$ cat src/rtl/dp_sink_pkg.sv
// dp_sink_pkg: shared AUX command/reply codes, FSM states and DPCD addresses
package dp_sink_pkg;
  localparam logic [3:0] CMD_NATIVE_WR = 4'b1000;
  localparam logic [3:0] CMD_NATIVE_RD = 4'b1001;
  localparam logic [1:0] ACK = 2'b00;
  localparam logic [1:0] NACK = 2'b01;
  localparam logic [1:0] DEFER = 2'b10;
  typedef enum logic [1:0] {IDLE, WR_COLLECT, REPLY_ACK, RD_DATA} state_t;
  localparam logic [19:0] ADDR_DPCD_REV = 20'h00000;
  localparam logic [19:0] ADDR_MAX_LINK_RATE = 20'h00001;
  localparam logic [19:0] ADDR_MAX_LANE_COUNT = 20'h00002;
  localparam logic [19:0] ADDR_TRAIN_RD_INTERVAL = 20'h0000E;
  localparam logic [19:0] ADDR_LINK_BW_SET = 20'h00100;
  localparam logic [19:0] ADDR_LANE_COUNT_SET = 20'h00101;
  localparam logic [19:0] ADDR_TRAINING_PATTERN = 20'h00102;
  localparam logic [19:0] ADDR_TRAIN_LANE0 = 20'h00103;
  localparam logic [19:0] ADDR_TRAIN_LANE1 = 20'h00104;
  localparam logic [19:0] ADDR_TRAIN_LANE2 = 20'h00105;
  localparam logic [19:0] ADDR_TRAIN_LANE3 = 20'h00106;
  localparam logic [19:0] ADDR_LANE01_STATUS = 20'h00202;
  localparam logic [19:0] ADDR_LANE23_STATUS = 20'h00203;
  localparam logic [19:0] ADDR_LANE_ALIGN = 20'h00204;
  localparam logic [19:0] ADDR_SINK_STATUS = 20'h00205;
  localparam logic [19:0] ADDR_ADJUST_REQ01 = 20'h00206;
  localparam logic [19:0] ADDR_ADJUST_REQ23 = 20'h00207;
endpackage

$ cat src/rtl/dp_sink_aux_responder_dpcd_regs.sv
// dp_sink_dpcd_regs: compact DPCD map with read mux by address and byte write port
module dp_sink_dpcd_regs
  import dp_sink_pkg::*;
#(
  parameter logic [7:0] DPCD_REV = 8'h12,
  parameter logic [7:0] MAX_LINK_RATE = 8'h1E,
  parameter logic [7:0] MAX_LANE_COUNT = 8'h84,
  parameter logic [7:0] TRAIN_RD_INTERVAL = 8'h00
) (
  input  logic        clk,
  input  logic        reset,
  input  logic        wr_en,
  input  logic [19:0] wr_addr,
  input  logic [7:0]  wr_data,
  input  logic [19:0] rd_addr,
  output logic [7:0]  rd_data,
  input  logic [15:0] lane_status,
  input  logic [7:0]  lane_align,
  input  logic [15:0] adjust_req,
  output logic [7:0]  link_bw_set,
  output logic [4:0]  lane_count_set,
  output logic [1:0]  training_pattern,
  output logic [31:0] train_lane_set
);
  logic [7:0] cfg [7];
  always_ff @(posedge clk or posedge reset)
    if (reset)
      for (int i = 0; i < 7; i++) cfg[i] <= 8'h00;
    else
      for (int i = 0; i < 7; i++)
        if (wr_en && wr_addr == ADDR_LINK_BW_SET + 20'(i)) cfg[i] <= wr_data;
  always_comb begin
    rd_data = 8'h00;
    case (rd_addr)
      ADDR_DPCD_REV:          rd_data = DPCD_REV;
      ADDR_MAX_LINK_RATE:     rd_data = MAX_LINK_RATE;
      ADDR_MAX_LANE_COUNT:    rd_data = MAX_LANE_COUNT;
      ADDR_TRAIN_RD_INTERVAL: rd_data = TRAIN_RD_INTERVAL;
      ADDR_LINK_BW_SET:       rd_data = cfg[0];
      ADDR_LANE_COUNT_SET:    rd_data = cfg[1];
      ADDR_TRAINING_PATTERN:  rd_data = cfg[2];
      ADDR_TRAIN_LANE0:       rd_data = cfg[3];
      ADDR_TRAIN_LANE1:       rd_data = cfg[4];
      ADDR_TRAIN_LANE2:       rd_data = cfg[5];
      ADDR_TRAIN_LANE3:       rd_data = cfg[6];
      ADDR_LANE01_STATUS:     rd_data = lane_status[7:0];
      ADDR_LANE23_STATUS:     rd_data = lane_status[15:8];
      ADDR_LANE_ALIGN:        rd_data = lane_align;
      ADDR_SINK_STATUS:       rd_data = 8'h00;
      ADDR_ADJUST_REQ01:      rd_data = adjust_req[7:0];
      ADDR_ADJUST_REQ23:      rd_data = adjust_req[15:8];
      default:                rd_data = 8'h00;
    endcase
  end
  assign link_bw_set = cfg[0];
  assign lane_count_set = cfg[1][4:0];
  assign training_pattern = cfg[2][1:0];
  assign train_lane_set = {cfg[6], cfg[5], cfg[4], cfg[3]};
endmodule

$ cat src/rtl/dp_sink_aux_responder.sv
// dp_sink_aux_responder: sink-side native AUX responder with DPCD register map
module dp_sink_aux_responder
  import dp_sink_pkg::*;
#(
  parameter logic [7:0] DPCD_REV = 8'h12,
  parameter logic [7:0] MAX_LINK_RATE = 8'h1E,
  parameter logic [7:0] MAX_LANE_COUNT = 8'h84,
  parameter logic [7:0] TRAIN_RD_INTERVAL = 8'h00,
  parameter int MAX_BYTES = 16
) (
  input  logic        clk,
  input  logic        reset,
  input  logic        req_vld,
  input  logic [3:0]  req_cmd,
  input  logic [19:0] req_addr,
  input  logic [7:0]  req_len,
  input  logic [7:0]  req_data,
  input  logic        req_data_vld,
  input  logic        defer_req,
  input  logic [15:0] lane_status,
  input  logic [7:0]  lane_align,
  input  logic [15:0] adjust_req,
  input  logic        rpy_ready,
  output logic        rpy_ack_vld,
  output logic [1:0]  rpy_ack,
  output logic [7:0]  rpy_data,
  output logic        rpy_data_vld,
  output logic        busy,
  output logic [7:0]  link_bw_set,
  output logic [4:0]  lane_count_set,
  output logic [1:0]  training_pattern,
  output logic [31:0] train_lane_set
);
  localparam logic [8:0] MAX_N = 9'(MAX_BYTES);
  state_t state;
  logic rd;
  logic [19:0] addr;
  logic [8:0] cnt;
  logic [1:0] cls;
  logic [8:0] req_n;
  logic [1:0] req_cls;
  logic [7:0] rd_data;
  logic wr_en;
  assign req_n = {1'b0, req_len} + 9'd1;
  assign req_cls = defer_req ? DEFER :
                   (req_cmd != CMD_NATIVE_WR && req_cmd != CMD_NATIVE_RD) || req_n > MAX_N ? NACK : ACK;
  assign wr_en = state == WR_COLLECT && req_data_vld && cls == ACK;
  always_ff @(posedge clk or posedge reset)
    if (reset) begin
      state <= IDLE;
      rd <= 1'b0;
      addr <= '0;
      cnt <= '0;
      cls <= ACK;
    end else
      case (state)
        IDLE: if (req_vld) begin
          rd <= req_cmd[0];
          addr <= req_addr;
          cnt <= req_n;
          cls <= req_cls;
          state <= req_cmd[0] ? REPLY_ACK : WR_COLLECT;
        end
        WR_COLLECT: if (req_data_vld) begin
          addr <= addr + 20'd1;
          cnt <= cnt - 9'd1;
          if (cnt == 9'd1) state <= REPLY_ACK;
        end
        REPLY_ACK: if (rpy_ready) state <= rd && cls == ACK ? RD_DATA : IDLE;
        RD_DATA: if (rpy_ready) begin
          addr <= addr + 20'd1;
          cnt <= cnt - 9'd1;
          if (cnt == 9'd1) state <= IDLE;
        end
        default: state <= IDLE;
      endcase
  // reply beats decode straight from the state register so reset clears them at once
  assign rpy_ack_vld = state == REPLY_ACK;
  assign rpy_ack = rpy_ack_vld ? cls : 2'b00;
  assign rpy_data_vld = state == RD_DATA;
  assign rpy_data = rpy_data_vld ? rd_data : 8'h00;
  assign busy = state != IDLE;
  dp_sink_dpcd_regs #(
    .DPCD_REV(DPCD_REV),
    .MAX_LINK_RATE(MAX_LINK_RATE),
    .MAX_LANE_COUNT(MAX_LANE_COUNT),
    .TRAIN_RD_INTERVAL(TRAIN_RD_INTERVAL)
  ) u_regs (
    .clk(clk),
    .reset(reset),
    .wr_en(wr_en),
    .wr_addr(addr),
    .wr_data(req_data),
    .rd_addr(addr),
    .rd_data(rd_data),
    .lane_status(lane_status),
    .lane_align(lane_align),
    .adjust_req(adjust_req),
    .link_bw_set(link_bw_set),
    .lane_count_set(lane_count_set),
    .training_pattern(training_pattern),
    .train_lane_set(train_lane_set)
  );
endmodule

$ cat config.mk
export PLATFORM = sky130hd
export DESIGN_NAME = dp_sink_aux_responder
export DESIGN_NICKNAME = d
export VERILOG_FILES = /design/src/rtl/dp_sink_pkg.sv /design/src/rtl/dp_sink_aux_responder_dpcd_regs.sv /design/src/rtl/dp_sink_aux_responder.sv
export SDC_FILE = /design/constraint.sdc
export NUM_CORES = 1
export LEC_CHECK = 0
export CELL_PAD_IN_SITES_DETAIL_PLACEMENT = 1
export CELL_PAD_IN_SITES_GLOBAL_PLACEMENT = 1
export CORE_MARGIN = 2
export CORE_UTILIZATION = 39
export CTS_BUF_LIST = sky130_fd_sc_hd__clkbuf_2
export CTS_CLUSTER_DIAMETER = 120
export DETAILED_ROUTE_END_ITERATION = 7
export PLACE_DENSITY = 0.8
export SYNTH_ARGS = -nofsm -noshare
export SYNTH_HDL_FRONTEND = slang
export SYNTH_SLANG_ARGS = --single-unit
$ cat constraint.sdc
create_clock -name clk -period 3.6 [get_ports clk]
set_input_delay 0.54 -clock clk [delete_from_list [all_inputs] [get_ports clk]]
set_output_delay 0.54 -clock clk [all_outputs]
set_load 0.01 [all_outputs]
# Yosys cells after proc, flatten, opt, wreduce, memory -nomap -nowiden
# Index checks and enable logic that the tools add are counted.
[totals]
reg_bits = 90
inputBits = 86
out_inout_bits = 60
word_cells = 84
[op_classes]
n_addsub = 3
n_lt_le_gt_ge = 1
eq_ne = 26
muxes = 22
n_reduce_logical = 20
[op_table]
columns = ["op", "count"]
rows = [
  ["20-bit by 9-bit == test with 1-bit output, second input constant", 7],
  ["8-bit case mux with 15 select lines", 1],
  ["20-bit by 10-bit == test with 1-bit output, second input constant", 5],
  ["20-bit 2-to-1 mux", 3],
  ["20-bit case mux with 3 select lines", 1],
  ["9-bit 2-to-1 mux", 3],
  ["9-bit case mux with 3 select lines", 1],
  ["20-bit by 1-bit adder with 20-bit output, second input constant", 1],
  ["20-bit by 1-bit == test with 1-bit output, second input constant", 1],
  ["20-bit by 2-bit == test with 1-bit output, second input constant", 1],
  ["20-bit logical NOT", 1],
  ["2-bit 2-to-1 mux", 10],
  ["1-bit logical AND", 11],
  ["8-bit by 1-bit adder with 9-bit output, second input constant", 1],
  ["9-bit by 1-bit == test with 1-bit output, second input constant", 1],
  ["9-bit by 5-bit > comparator with 1-bit output, second input constant", 1],
  ["9-bit by 1-bit subtractor with 9-bit output, second input constant", 1],
  ["8-bit 2-to-1 mux", 1],
  ["2-bit != test, second input constant", 4],
  ["4-bit != test, second input constant", 2],
  ["2-bit case mux with 4 select lines", 1],
  ["6-bit AND reduction", 1],
  ["2-bit == test, second input constant", 2],
  ["2-bit logical NOT", 2],
  ["other kinds (8)", 9],
]

# Longest topological paths before layout
# Gate-level depths: netlist of run 1.
[depth]
word_depth = 5
ltp_mapped = 8
ltp_nobuf = 7

# Hierarchy
# Synthesis of run 1 repeated with hierarchy kept, for this count alone.
[hier_totals]
hier_cells = 665
hier_area_um2 = 6227.2
[by_module_without_submodules]
columns = ["module", "instances", "cells_each", "area_per_inst_um2", "seq_area_each_um2"]
rows = [
  ["dp_sink_dpcd_regs", 1, 362, 3738.6, 1401.3],
  ["dp_sink_aux_responder", 1, 303, 2488.6, 850.8],
]

# Worst setup path after synthesis of run 1
# OpenSTA, ideal clock, no wires.
[synth_timing]
path_kind = "flip-flop to output port"
start = "register addr[6]"
end = "output port rpy_data[1]"
arrival_ns = 2.054
required_ns = 3.060
setup_slack_ns = 1.006
path_stages_with_launch = 7
n_path_buf = 1
path_cell_list = "dfrtp_1 > buf_6 > nor4_4 > nand2_4 > nor3_1 > a2111oi_0 > a41oi_1"
[synth_between]
elab_chain_cells = 3
word_cells_on_any_way = 17
classes_between = "14 x eq/ne; 2 x mux; 1 x reduce/logical"
[synth_rtl]
columns = ["item", "line_no", "text"]
rows = [
  ["start: declaration", "dp_sink_aux_responder.sv:37", "logic [19:0] addr;"],
  ["start signal: assignment", "dp_sink_aux_responder.sv:59", "addr <= req_addr;"],
  ["start signal: assignment", "dp_sink_aux_responder.sv:65", "addr <= addr + 20'd1;"],
  ["start signal: assignment", "dp_sink_aux_responder.sv:71", "addr <= addr + 20'd1;"],
  ["20-bit by 10-bit == test with 1-bit output, or another cell as far along", "dp_sink_aux_responder_dpcd_regs.sv:34", "case (rd_addr)"],
  ["8-bit case mux with 15 select lines (*)", "dp_sink_aux_responder_dpcd_regs.sv:34", ""],
  ["8-bit 2-to-1 mux (*)", "dp_sink_aux_responder.sv:81", "assign rpy_data = rpy_data_vld ? rd_data : 8'h00;"],
  ["end: declaration", "dp_sink_aux_responder.sv:26", "output logic [7:0] rpy_data,"],
]
# Every way passes the cells marked *; elsewhere a longest branch is shown, timed or not.

# Worst setup path in the final report of run 1
[layout_timing]
start = "register addr[18]"
end = "output port rpy_data[1]"
# The elaborated chain is that of the path after synthesis.

==> metrics.txt, run 1 <==
status=finished clean; post-route cell area=0.00782 sq mm; grt peak-use layer=met2; sequential fraction of the synthesis area=0.371; Slew headroom=0.318; static leakage=0.00338 uW; Post-DP HPWL=15800 um; area leader, netlist=dfrtp_1; layout cell share with drive strength beyond 1=0.221; Slew Limit Fails=0; Post-synth ARST share=1.00; critical path peak fanout=14; Max Cap Viol=0; Routed WL per cell=22.4 um; vias per inst=6.10; CP Data Required Time=3060 ps; Final Hold Viols=0; Sw Share=0.454; CTS H-tree lvls=3; grt met1 use=0.336; worst skew pair latency=610 ps; #FFs+latches synth=90; first-pass GRT wire length=33700 um; antenna cells=0; CP Launch Point=addr[18]; Worst Reg-to-Reg Cells=4; register-to-register setup slack=~760 ps; EDFF count, synth=0; Syn Nets=725; Clock power frac=0.123; top-area cell type share of the netlist area=0.371; hold_buf cts=0; pin count of the biggest net entering global routing=51; Slew @ Worst Pin=between 1000 and 1500 ps; GRT met3 Usage=0.0358; crit path capture type=output port; CTS tree=built; Syn Area/Cell=about 9.6 sq um; final setup fails=0; synthesized instance count=632; CTS buffer count=9; crit path time final=about 3500 ps; Synth Warn #=0; VDD IR-drop max=roughly 270 uV; Clock Pin Slew Worst Setup and Hold Paths=270 ps; predominant post-synthesis flop cell=dfrtp_1; Die W=129 um; worst hold slack=315 ps; Worst Setup Start Kind=flip-flop; initial antenna violation count=0; final WL=about 21000 um; port buffer count=145; met2 Use GR=0.450; CTS Sinks=90; r2r endpoint=u_regs.train_lane_set[3]; fin nets=844; R2R Path Start=state[0]; Placeable Area=0.0152 sq mm; Die Ht=129 um; WP data arrival=2930 ps; Psw=1750 uW; clk buf depth=2; number of top-level pins=146; GP Congestion=between 0.9 and 1; period utilization=0.963; combinational share of power=0.501; Setup crit end=rpy_data[1]; die area=0.0166 sq mm; synthesized area=0.00607 sq mm; pwr dens=492 mW/mm^2; number of global-route vias before repair=6146; filler cell count in the final layout=1753; clock root cell=clkbuf_2; Crit Path Class=reg -> out; Routed Antenna Nets=0; clock skew=approximately 27 ps; Pint=around 2100 uW; DR vias=5757; fmax=approximately 290 MHz; Area after DPL=roughly 0.0075 sq mm; Synth-to-Final Area Change=28.8%; Seq pwr share=0.376; Residual DRC=0; # rows=45; Cell variety after synth=69; HP Class=in -> async; Pre-Repair DR Iteration Count=5; Initial DRC Count=485; GRT Residual Overflow=0; Initial Util=0.399; Total GRT Usage=0.263; synth top area cells=dfrtp_1 (37%), mux2_2 (10%), buf_4 (5.9%), nand3_1 (3.1%), a21oi_1 (3.0%)
## sequential cells by signal, summed over array words and instances (netlist names), 5 cells and up
name and cells:
u_regs.cfg 9, addr 20, u_regs.link_bw_set 8, cnt 9
u_regs.lane_count_set 5, u_regs.train_lane_set 32
## worst max-delay path, cell delays in order, from the launching register on
cell and delay (ps):
dfrtp_2 500, nor4_4 270, buf_4 190, nand4_1 120, buf_4 230, nor3_2 200
o41ai_2 100, buf_4 180, a41oi_1 230, dlygate4sd2_1 300
## how the worst min path moves through the flow
stage / startpoint / end / slack [ps] / cells past startpoint
2_1_floorplan: u_regs.cfg[39] / u_regs.cfg[39] / 480 / 1
3_3_place_gp: u_regs.cfg[45] / u_regs.cfg[45] / 490 / 1
3_5_place_dp: u_regs.cfg[39] / u_regs.cfg[39] / 500 / 1
4_1_cts: reset / u_regs.cfg[34] / 280 / 2
5_1_grt: reset / u_regs.cfg[34] / 320 / 2
6_report: reset / u_regs.cfg[34] / 310 / 2
## cell usage after synthesis (7+ instances only)
master and instances:
a22oi_1 14, ha_1 7, nand2_1 34, nor2_1 20, a21oi_1 36, clkbuf_1 22
o21ai_0 30, mux2_2 56, buf_2 10, inv_1 19, and3_1 12, and2_1 7
a22o_1 7, o22ai_1 23, nor3_1 23, buf_4 48, dfrtp_1 90, nor4_1 8
nand3_1 37, mux2i_1 11, nand4_1 11, a221oi_1 8
## layout by cell type (no fill, tap or decap), types with 5 or more instances in the layout
cell type,n
and2_1,7
xnor2_1,6
mux2_2,56
nand2_1,34
a21oi_1,35
and3_1,12
nor3_1,22
nand2b_1,5
nor4_1,6
nand3_1,37
a22o_1,7
clkbuf_2,10
nor2_8,5
mux2i_1,11
a31oi_1,6
clkdlybuf4s50_1,137
buf_4,43
nor4_4,6
inv_1,18
dfrtp_2,10
nor2_1,18
nand4_1,11
o22ai_1,23
a221oi_1,7
a22oi_1,14
dfrtp_1,80
o21ai_0,30
## stage by stage
stage	cells	total power, uW	utilization	setup WS, ps	setup TNS, ps
6_report	944	3850	0.514	132	0
3_5_place_dp	909	3140	0.490	369	0
4_1_cts	942	3810	0.510	-130	-344
2_1_floorplan	632	2500	-	725	0
3_3_place_gp	909	3060	0.490	433	0
5_1_grt	944	4110	0.514	-5.12	-5.12
## layout make-up
| class | count | area, sq um | area share |
|---|---|---|---|
| Clock buffer | 10 | 50.0 | 0.00640 |
| Tap cell | 188 | 235 | 0.0301 |
| Timing Repair Buffer | 192 | 1830 | 0.235 |
| Clock inverter | 6 | 42.5 | 0.00544 |
| Inverter | 19 | 72.6 | 0.00929 |
| Multi-Input combinational cell | 439 | 3320 | 0.424 |
| Sequential cell | 90 | 2260 | 0.290 |
## routing by layer
layer	routed length (um)	vias to the layer above
met4	591	0
met1	8700	2876
li1	-	2586
met5	0	-
met3	1250	52
met2	10600	243
## what timing repair did
action / 4_1_cts / 5_1_grt
pin swaps: 3 / 0
resized for setup: 32 / 11
setup buffers: 17 / 2
endpoints found under the hold margin: 0 / 0
endpoints found under the setup margin: 8 / 7
gates cloned: 0 / 0
## cells by family after synthesis
group	count (synthesis)	share of synthesized area
adder cells (fa/ha/maj)	7	0.0144
AO/OA/AOI/OAI	160	0.178
flip-flops	90	0.371
buffers and inverters	103	0.0981
XOR/XNOR	7	0.0101
multiplexers	70	0.128
AND/OR/NAND/NOR	195	0.201
## power by group through the flow
stage	clock network, uW	logic [uW]	registers [uW]
after floorplan	0	1180	1320
after global placement	0	1610	1460
after detailed placement	0	1660	1480
after CTS	491	1870	1440
after global routing	532	2100	1480
final	473	1930	1440
No activity file was read; power rests on OpenSTA's default activity.
==> inputs of run 2 (changes only) <==
--- a/config.mk
+++ b/config.mk
@@ -10,7 +10,6 @@
 export CORE_MARGIN = 2
 export CORE_UTILIZATION = 39
 export CTS_BUF_LIST = sky130_fd_sc_hd__clkbuf_2
-export CTS_CLUSTER_DIAMETER = 120
 export DETAILED_ROUTE_END_ITERATION = 7
 export PLACE_DENSITY = 0.8
 export SYNTH_ARGS = -nofsm -noshare
==> results of run 2 <==
Final layout, timing and power as in run 1 (identical DEF).
==> inputs of run 3 (changes only) <==
--- a/config.mk
+++ b/config.mk
@@ -12,6 +12,7 @@
 export CTS_BUF_LIST = sky130_fd_sc_hd__clkbuf_2
 export DETAILED_ROUTE_END_ITERATION = 7
 export PLACE_DENSITY = 0.8
+export SLEW_MARGIN = 20
 export SYNTH_ARGS = -nofsm -noshare
 export SYNTH_HDL_FRONTEND = slang
 export SYNTH_SLANG_ARGS = --single-unit
==> results of run 3 <==
Final layout, timing and power as in run 1 (identical DEF).
